$ cat src/rtl/mem_port_arbiter_if.sv
// rtl/mem_port_arbiter_if.sv - registered request/acknowledge memory port shared by fetch and data
interface mem_port_arbiter_if #(
    parameter int ADDR_W = 32,
    parameter int DATA_W = 32
) ();
    logic              m_req_o;
    logic              m_we_o;
    logic [ADDR_W-1:0] m_addr_o;
    logic [DATA_W-1:0] m_wdata_o;
    logic [DATA_W-1:0] m_rdata_i;
    logic              m_ack_i;

    modport master (
        output m_req_o,
        output m_we_o,
        output m_addr_o,
        output m_wdata_o,
        input  m_rdata_i,
        input  m_ack_i
    );

    modport slave (
        input  m_req_o,
        input  m_we_o,
        input  m_addr_o,
        input  m_wdata_o,
        output m_rdata_i,
        output m_ack_i
    );
endinterface

$ cat src/rtl/mem_port_arbiter.sv
// rtl/mem_port_arbiter.sv - fetch/data arbiter onto one memory port with flush and watchdog
module mem_port_arbiter #(
    parameter int ADDR_W   = 32,
    parameter int DATA_W   = 32,
    parameter int MAX_WAIT = 16
) (
    input  logic              clk_i,
    input  logic              rst_i,
    input  logic              if_req_i,
    input  logic [ADDR_W-1:0] if_addr_i,
    output logic [DATA_W-1:0] if_rdata_o,
    output logic              if_done_o,
    output logic              if_stall_o,
    input  logic              d_req_i,
    input  logic              d_we_i,
    input  logic [ADDR_W-1:0] d_addr_i,
    input  logic [DATA_W-1:0] d_wdata_i,
    output logic [DATA_W-1:0] d_rdata_o,
    output logic              d_done_o,
    output logic              d_stall_o,
    input  logic              flush_i,
    output logic              err_o,
    mem_port_arbiter_if.master mem
);
    localparam int WAIT_W = (MAX_WAIT > 2) ? $clog2(MAX_WAIT) : 1;
    localparam logic [WAIT_W-1:0] WAIT_LAST = WAIT_W'(MAX_WAIT - 1);

    typedef enum logic [1:0] {
        S_IDLE    = 2'd0,
        S_BUSY_IF = 2'd1,
        S_BUSY_D  = 2'd2
    } state_t;

    state_t            state_q, state_d;
    logic              last_grant_d_q, last_grant_d_d;
    logic              discard_q, discard_d;
    logic [WAIT_W-1:0] wait_q, wait_d;
    logic              err_q, err_d;
    logic              m_req_q, m_req_d;
    logic              m_we_q, m_we_d;
    logic [ADDR_W-1:0] m_addr_q, m_addr_d;
    logic [DATA_W-1:0] m_wdata_q, m_wdata_d;
    logic [DATA_W-1:0] if_rdata_q, if_rdata_d;
    logic              if_done_q, if_done_d;
    logic [DATA_W-1:0] d_rdata_q, d_rdata_d;
    logic              d_done_q, d_done_d;

    logic              if_elig, d_elig, grant_d;
    logic              timeout, finish;
    logic [DATA_W-1:0] ret_data;

    // A port whose done pulse is high is not re-granted in the same cycle.
    assign if_elig  = if_req_i & ~if_done_q & ~flush_i;
    assign d_elig   = d_req_i & ~d_done_q;
    assign grant_d  = d_elig & (~if_elig | ~last_grant_d_q);
    assign timeout  = ~mem.m_ack_i & (wait_q == WAIT_LAST);
    assign finish   = mem.m_ack_i | timeout;
    assign ret_data = mem.m_ack_i ? mem.m_rdata_i : '0;

    always_comb begin
        state_d        = state_q;
        last_grant_d_d = last_grant_d_q;
        discard_d      = discard_q;
        wait_d         = wait_q;
        err_d          = err_q;
        m_req_d        = m_req_q;
        m_we_d         = m_we_q;
        m_addr_d       = m_addr_q;
        m_wdata_d      = m_wdata_q;
        if_rdata_d     = if_rdata_q;
        if_done_d      = 1'b0;
        d_rdata_d      = d_rdata_q;
        d_done_d       = 1'b0;

        case (state_q)
            S_IDLE: begin
                if (if_elig || d_elig) begin
                    m_req_d   = 1'b1;
                    wait_d    = '0;
                    discard_d = 1'b0;
                    if (grant_d) begin
                        state_d        = S_BUSY_D;
                        last_grant_d_d = 1'b1;
                        m_we_d         = d_we_i;
                        m_addr_d       = d_addr_i;
                        m_wdata_d      = d_wdata_i;
                    end else begin
                        state_d        = S_BUSY_IF;
                        last_grant_d_d = 1'b0;
                        m_we_d         = 1'b0;
                        m_addr_d       = if_addr_i;
                        m_wdata_d      = '0;
                    end
                end
            end
            S_BUSY_IF, S_BUSY_D: begin
                if (finish) begin
                    state_d = S_IDLE;
                    m_req_d = 1'b0;
                    wait_d  = '0;
                    if (timeout) begin
                        err_d = 1'b1;
                    end
                    // A fetch flushed at any point up to its completion is dropped silently.
                    if (state_q == S_BUSY_IF) begin
                        if (discard_q || flush_i) begin
                            discard_d = 1'b0;
                        end else begin
                            if_done_d  = 1'b1;
                            if_rdata_d = ret_data;
                        end
                    end else begin
                        d_done_d = 1'b1;
                        if (!m_we_q || timeout) begin
                            d_rdata_d = ret_data;
                        end
                    end
                end else begin
                    wait_d = wait_q + WAIT_W'(1);
                    if (state_q == S_BUSY_IF && flush_i) begin
                        discard_d = 1'b1;
                    end
                end
            end
            default: begin
                state_d = S_IDLE;
                m_req_d = 1'b0;
            end
        endcase
    end

    always_ff @(posedge clk_i) begin
        if (rst_i) begin
            state_q        <= S_IDLE;
            last_grant_d_q <= 1'b0;
            discard_q      <= 1'b0;
            wait_q         <= '0;
            err_q          <= 1'b0;
            m_req_q        <= 1'b0;
            m_we_q         <= 1'b0;
            m_addr_q       <= '0;
            m_wdata_q      <= '0;
            if_rdata_q     <= '0;
            if_done_q      <= 1'b0;
            d_rdata_q      <= '0;
            d_done_q       <= 1'b0;
        end else begin
            state_q        <= state_d;
            last_grant_d_q <= last_grant_d_d;
            discard_q      <= discard_d;
            wait_q         <= wait_d;
            err_q          <= err_d;
            m_req_q        <= m_req_d;
            m_we_q         <= m_we_d;
            m_addr_q       <= m_addr_d;
            m_wdata_q      <= m_wdata_d;
            if_rdata_q     <= if_rdata_d;
            if_done_q      <= if_done_d;
            d_rdata_q      <= d_rdata_d;
            d_done_q       <= d_done_d;
        end
    end

    assign mem.m_req_o   = m_req_q;
    assign mem.m_we_o    = m_we_q;
    assign mem.m_addr_o  = m_addr_q;
    assign mem.m_wdata_o = m_wdata_q;
    assign if_rdata_o    = if_rdata_q;
    assign if_done_o     = if_done_q;
    assign d_rdata_o     = d_rdata_q;
    assign d_done_o      = d_done_q;
    assign err_o         = err_q;
    assign if_stall_o    = if_req_i & ~if_done_q & ~rst_i;
    assign d_stall_o     = d_req_i & ~d_done_q & ~rst_i;
endmodule

$ cat src/flat_wrapper.sv
// flat-port wrapper written by rule: the top's interface ports become plain ports
module mem_port_arbiter_flat 
#(
    parameter int ADDR_W   = 32,
    parameter int DATA_W   = 32,
    parameter int MAX_WAIT = 16
)
  (clk_i, rst_i, if_req_i, if_addr_i, if_rdata_o, if_done_o, if_stall_o, d_req_i, d_we_i, d_addr_i, d_wdata_i, d_rdata_o, d_done_o, d_stall_o, flush_i, err_o, mem_m_req_o, mem_m_we_o, mem_m_addr_o, mem_m_wdata_o, mem_m_rdata_i, mem_m_ack_i);
  mem_port_arbiter_if #(.ADDR_W(ADDR_W), .DATA_W(DATA_W)) mem_i ();
  input  logic clk_i;
  input  logic rst_i;
  input  logic if_req_i;
  input  logic [ADDR_W-1:0] if_addr_i;
  output logic [DATA_W-1:0] if_rdata_o;
  output logic if_done_o;
  output logic if_stall_o;
  input  logic d_req_i;
  input  logic d_we_i;
  input  logic [ADDR_W-1:0] d_addr_i;
  input  logic [DATA_W-1:0] d_wdata_i;
  output logic [DATA_W-1:0] d_rdata_o;
  output logic d_done_o;
  output logic d_stall_o;
  input  logic flush_i;
  output logic err_o;
  output wire logic [$bits(mem_i.m_req_o)-1:0] mem_m_req_o;
  output wire logic [$bits(mem_i.m_we_o)-1:0] mem_m_we_o;
  output wire logic [$bits(mem_i.m_addr_o)-1:0] mem_m_addr_o;
  output wire logic [$bits(mem_i.m_wdata_o)-1:0] mem_m_wdata_o;
  input wire logic [$bits(mem_i.m_rdata_i)-1:0] mem_m_rdata_i;
  input wire logic [$bits(mem_i.m_ack_i)-1:0] mem_m_ack_i;
  assign mem_m_req_o = mem_i.m_req_o;
  assign mem_m_we_o = mem_i.m_we_o;
  assign mem_m_addr_o = mem_i.m_addr_o;
  assign mem_m_wdata_o = mem_i.m_wdata_o;
  assign mem_i.m_rdata_i = mem_m_rdata_i;
  assign mem_i.m_ack_i = mem_m_ack_i;
  mem_port_arbiter #(.ADDR_W(ADDR_W), .DATA_W(DATA_W), .MAX_WAIT(MAX_WAIT)) u_core (.clk_i(clk_i), .rst_i(rst_i), .if_req_i(if_req_i), .if_addr_i(if_addr_i), .if_rdata_o(if_rdata_o), .if_done_o(if_done_o), .if_stall_o(if_stall_o), .d_req_i(d_req_i), .d_we_i(d_we_i), .d_addr_i(d_addr_i), .d_wdata_i(d_wdata_i), .d_rdata_o(d_rdata_o), .d_done_o(d_done_o), .d_stall_o(d_stall_o), .flush_i(flush_i), .err_o(err_o), .mem(mem_i));
endmodule
$ cat config.mk
export PLATFORM = sky130hd
export DESIGN_NAME = mem_port_arbiter_flat
export DESIGN_NICKNAME = d
export VERILOG_FILES = /design/src/rtl/mem_port_arbiter_if.sv /design/src/rtl/mem_port_arbiter.sv /design/src/flat_wrapper.sv
export SDC_FILE = /design/constraint.sdc
export NUM_CORES = 1
export LEC_CHECK = 0
export CORE_MARGIN = 8
export CORE_UTILIZATION = 40
export DETAILED_ROUTE_END_ITERATION = 10
export PLACE_DENSITY_LB_ADDON = 0.08
export SKIP_LAST_GASP = 1
export SLEW_MARGIN = 20
export SYNTH_ARGS = -nofsm -noshare
export SYNTH_HDL_FRONTEND = slang
export SYNTH_SLANG_ARGS = --single-unit
$ cat constraint.sdc
create_clock -name clk_i -period 3.1 [get_ports clk_i]
set_clock_uncertainty 0.2 [all_clocks]
set_input_delay 0.62 -clock clk_i [delete_from_list [all_inputs] [get_ports clk_i]]
set_output_delay 0.62 -clock clk_i [all_outputs]
set_load 0.01 [all_outputs]
==> results.md <==
* Status: complete, no violations
* Initial Utilization at 0.403
* CP delay by family, top: buffers and inverters
* Post-synth ARST share at 0
* Met1 global-route usage at 0.218
* Clock Sink Count at roughly 140
* Slew HR at 0.469
* Sequential fraction of the synthesis area at 0.537
* Power per Cell Area at roughly 560 mW/mm²
* Average via count per standard cell at about 5.2
* Fin nets at slightly below 1000
* Critical path launch point type: primary input
* Die Wd at 131 µm
* Maximum clock path buffer count at 2
* Worst Setup End Kind: output pin
* Commonest non-fill, non-tap cell in the layout: clkdlybuf4s50_1
* Fin crit share at 0.931
* Measured slew at the worst slew-check pin at 0.796 ns
* Mean post-synth cell area at 8.94 µm²
* # diodes at 0
* Final Slew Violations at 0
* Worst Path Buf+Inv at 2
* Initial antenna violation count at 0
* Syn_nets at ~730
* Most frequent cells in the layout: 268 x clkdlybuf4s50_1, 141 x dfxtp_1, 98 x nand2_1
* Max frequency at around 0.35 GHz
* Gr busiest metal: met2
* Most frequent CP cell: clkdlybuf4s50_1
* Cell Area, Synth at about 0.0053 mm²
* Share of cells above drive strength 1 at 0.0681
* Pleak at about 3.2 nW
* Vias in the first global route at about 5400
* CP required at approximately 2.3 ns
* M2 GR Usage at 0.336
* FF+latch count, synth at about 140
* Die area at roughly 0.017 mm²
* Root buffer cell: clkbuf_16
* # setup viols final at 0
* Max-cap viol count at 0
* Peak VDD IR at between 0.0003 and 0.0004 V
* Min Tclk post-route at approximately 2.9 ns
* GRT Total Usage at 0.201
* Synth area leaders: dfxtp_1 54%, nand2_1 7.0%, a22o_1 5.5%
* Area leader, netlist: dfxtp_1
* Final wirelength at 17.8 mm
* GPL Wtd Cong at ~0.77
* Largest net degree at the start of global routing at roughly 80
* Setup TNS at 0 ns
* Worst path slowest cell: clkdlybuf4s50_1
* Num rows at 42
* Worst path cell trace: clkdlybuf4s50_1 > nand2b_1 > nor2_1 > clkdlybuf4s50_1
* Hold buffers post-CTS at 0
* Mapped Cells at slightly below 600
* Arrival time worst endpoint at slightly above 2 ns
* Dpl hpwl at about 13 mm
* Top-area cell type share of the netlist area at 0.537
* CTS tree: built
* Distinct cells, synth at between 40 and 50
* Clk_lat worst skew at between 0.4 and 0.5 ns
* Worst path max stage delay at 0.60 ns
* CTS HTree Levels at 4
* Antenna-violating nets left at 0
* Worst-path clk slew at roughly 0.060 ns
* Global route overflow at 0
* Main synth FF type: dfxtp_1
* Total Power Consumption at between 0.004 and 0.005 W
* Post-CTS setup buffer count at 0
* Area delta synth->final at 65.4%
* IO Count at 270
* CP Class: primary input to output pin
* DR vias at 5313
* Synth warn at 0
* Post-route DRC violation count at 0
* M3 GR Usage at 0.0933
* Post-CTS resize count at 0
* Initial DRC count at between 300 and 400
* TritonCTS Buffers at 17
* Post-synth EDFFs at 0
* DR pass1 iterations at 4
* HP Class: flip-flop to flip-flop
* Die Ht at about 130 µm
* Crit-path max FO at 5
* First-pass GRT wire length at 26.9 mm
* Wire per inst at 17.3 µm
* Core ar. at around 0.013 mm²
* RSZ-0062 raised after global routing: no
* Port buffer count at between 200 and 300
* Final Hold Fails at 0
-- worst register-to-register path, stage by stage (launching register included) --
cell and delay (ns):
dfxtp_1 0.38, inv_1 0.10, ha_1 0.44, or3b_1 0.51, or4_1 0.53, o21ai_0 0.08
-- cells in the mapped netlist, drive strengths merged (2+ instances only) --
| library cell | count |
|---|---|
| nand2 | 98 |
| a31oi | 3 |
| nand3 | 35 |
| dfxtp | 141 |
| nor3 | 3 |
| a31o | 2 |
| o21ai | 7 |
| or4 | 2 |
| buf | 6 |
| or3b | 2 |
| a22o | 33 |
| nor2b | 4 |
| nor3b | 3 |
| a21oi | 36 |
| a311oi | 32 |
| clkbuf | 49 |
| inv | 5 |
| nand2b | 4 |
| and3 | 2 |
| ha | 6 |
| nor2 | 69 |
| a22oi | 32 |
-- routing by layer --
| layer | vias to the layer above | share of wire |
|---|---|---|
| li1 | 2592 | - |
| met1 | 2514 | 0.39 |
| met2 | 197 | 0.49 |
| met3 | 10 | 0.11 |
| met4 | 0 | 0.011 |
| met5 | - | 0 |
-- final cells by class --
cell class / count / area, µm²
inverter: 5 / 18.8
fill: 1090 / 4330
timing repair buffer: 287 / 2840
clock buffer: 18 / 429
tap: 176 / 220
multi-input combinational: 387 / 2230
clock inverter: 14 / 135
sequential: 141 / 2820
-- through the flow --
step	setup WS, ns	hold WS (ns)	cell area (µm²)	std cells	util
finish	0.214	0.248	8700	1028	0.667
global route	0.141	0.268	8700	1028	0.667
CTS	0.217	0.253	8700	1028	0.667
detailed placement	0.248	0.244	8130	996	0.624
global placement	0.274	0.238	8130	996	0.624
floorplan	0.708	0.250	5260	588	-
-- state kept, by name (all words and copies together) (netlist names) --
register / cells
u_core.wait_q: 4
u_core.mem.m_we_o: 1
u_core.d_rdata_o: 32
u_core.last_grant_d_q: 1
u_core.state_q: 2
u_core.err_o: 1
u_core.mem.m_req_o: 1
u_core.mem.m_addr_o: 32
u_core.if_rdata_o: 32
u_core.mem.m_wdata_o: 32
u_core.discard_q: 1
u_core.d_done_o: 1
u_core.if_done_o: 1
-- power by group --
part           internal (W)  switching [W]
combinational      0.000524       0.000433
clock               0.00112       0.000802
sequential          0.00194      0.0000740
-- final timing paths --
kind	startpoint	end	slack (ns)	cells past startpoint
hold reg to reg	u_core.if_rdata_o[13]	u_core.if_rdata_o[13]	0.25	2
setup reg to reg	u_core.state_q[0]	u_core.discard_q	0.80	5
setup / recovery	d_req_i	d_stall_o	0.21	4
hold / removal	u_core.if_rdata_o[13]	u_core.if_rdata_o[13]	0.25	2
-- cell families (layout without fill, tap and decap cells) --
kind of cell    after synthesis  count (layout)  synth area share
fa+ha+maj                     6               6            0.0143
compound gates              152             152             0.213
xor+xnor                      1               1           0.00167
buf+inv                      60             324            0.0452
flops                       141             141             0.537
simple gates                228             228             0.189
Note: power is estimated with default switching activity, not from simulation.
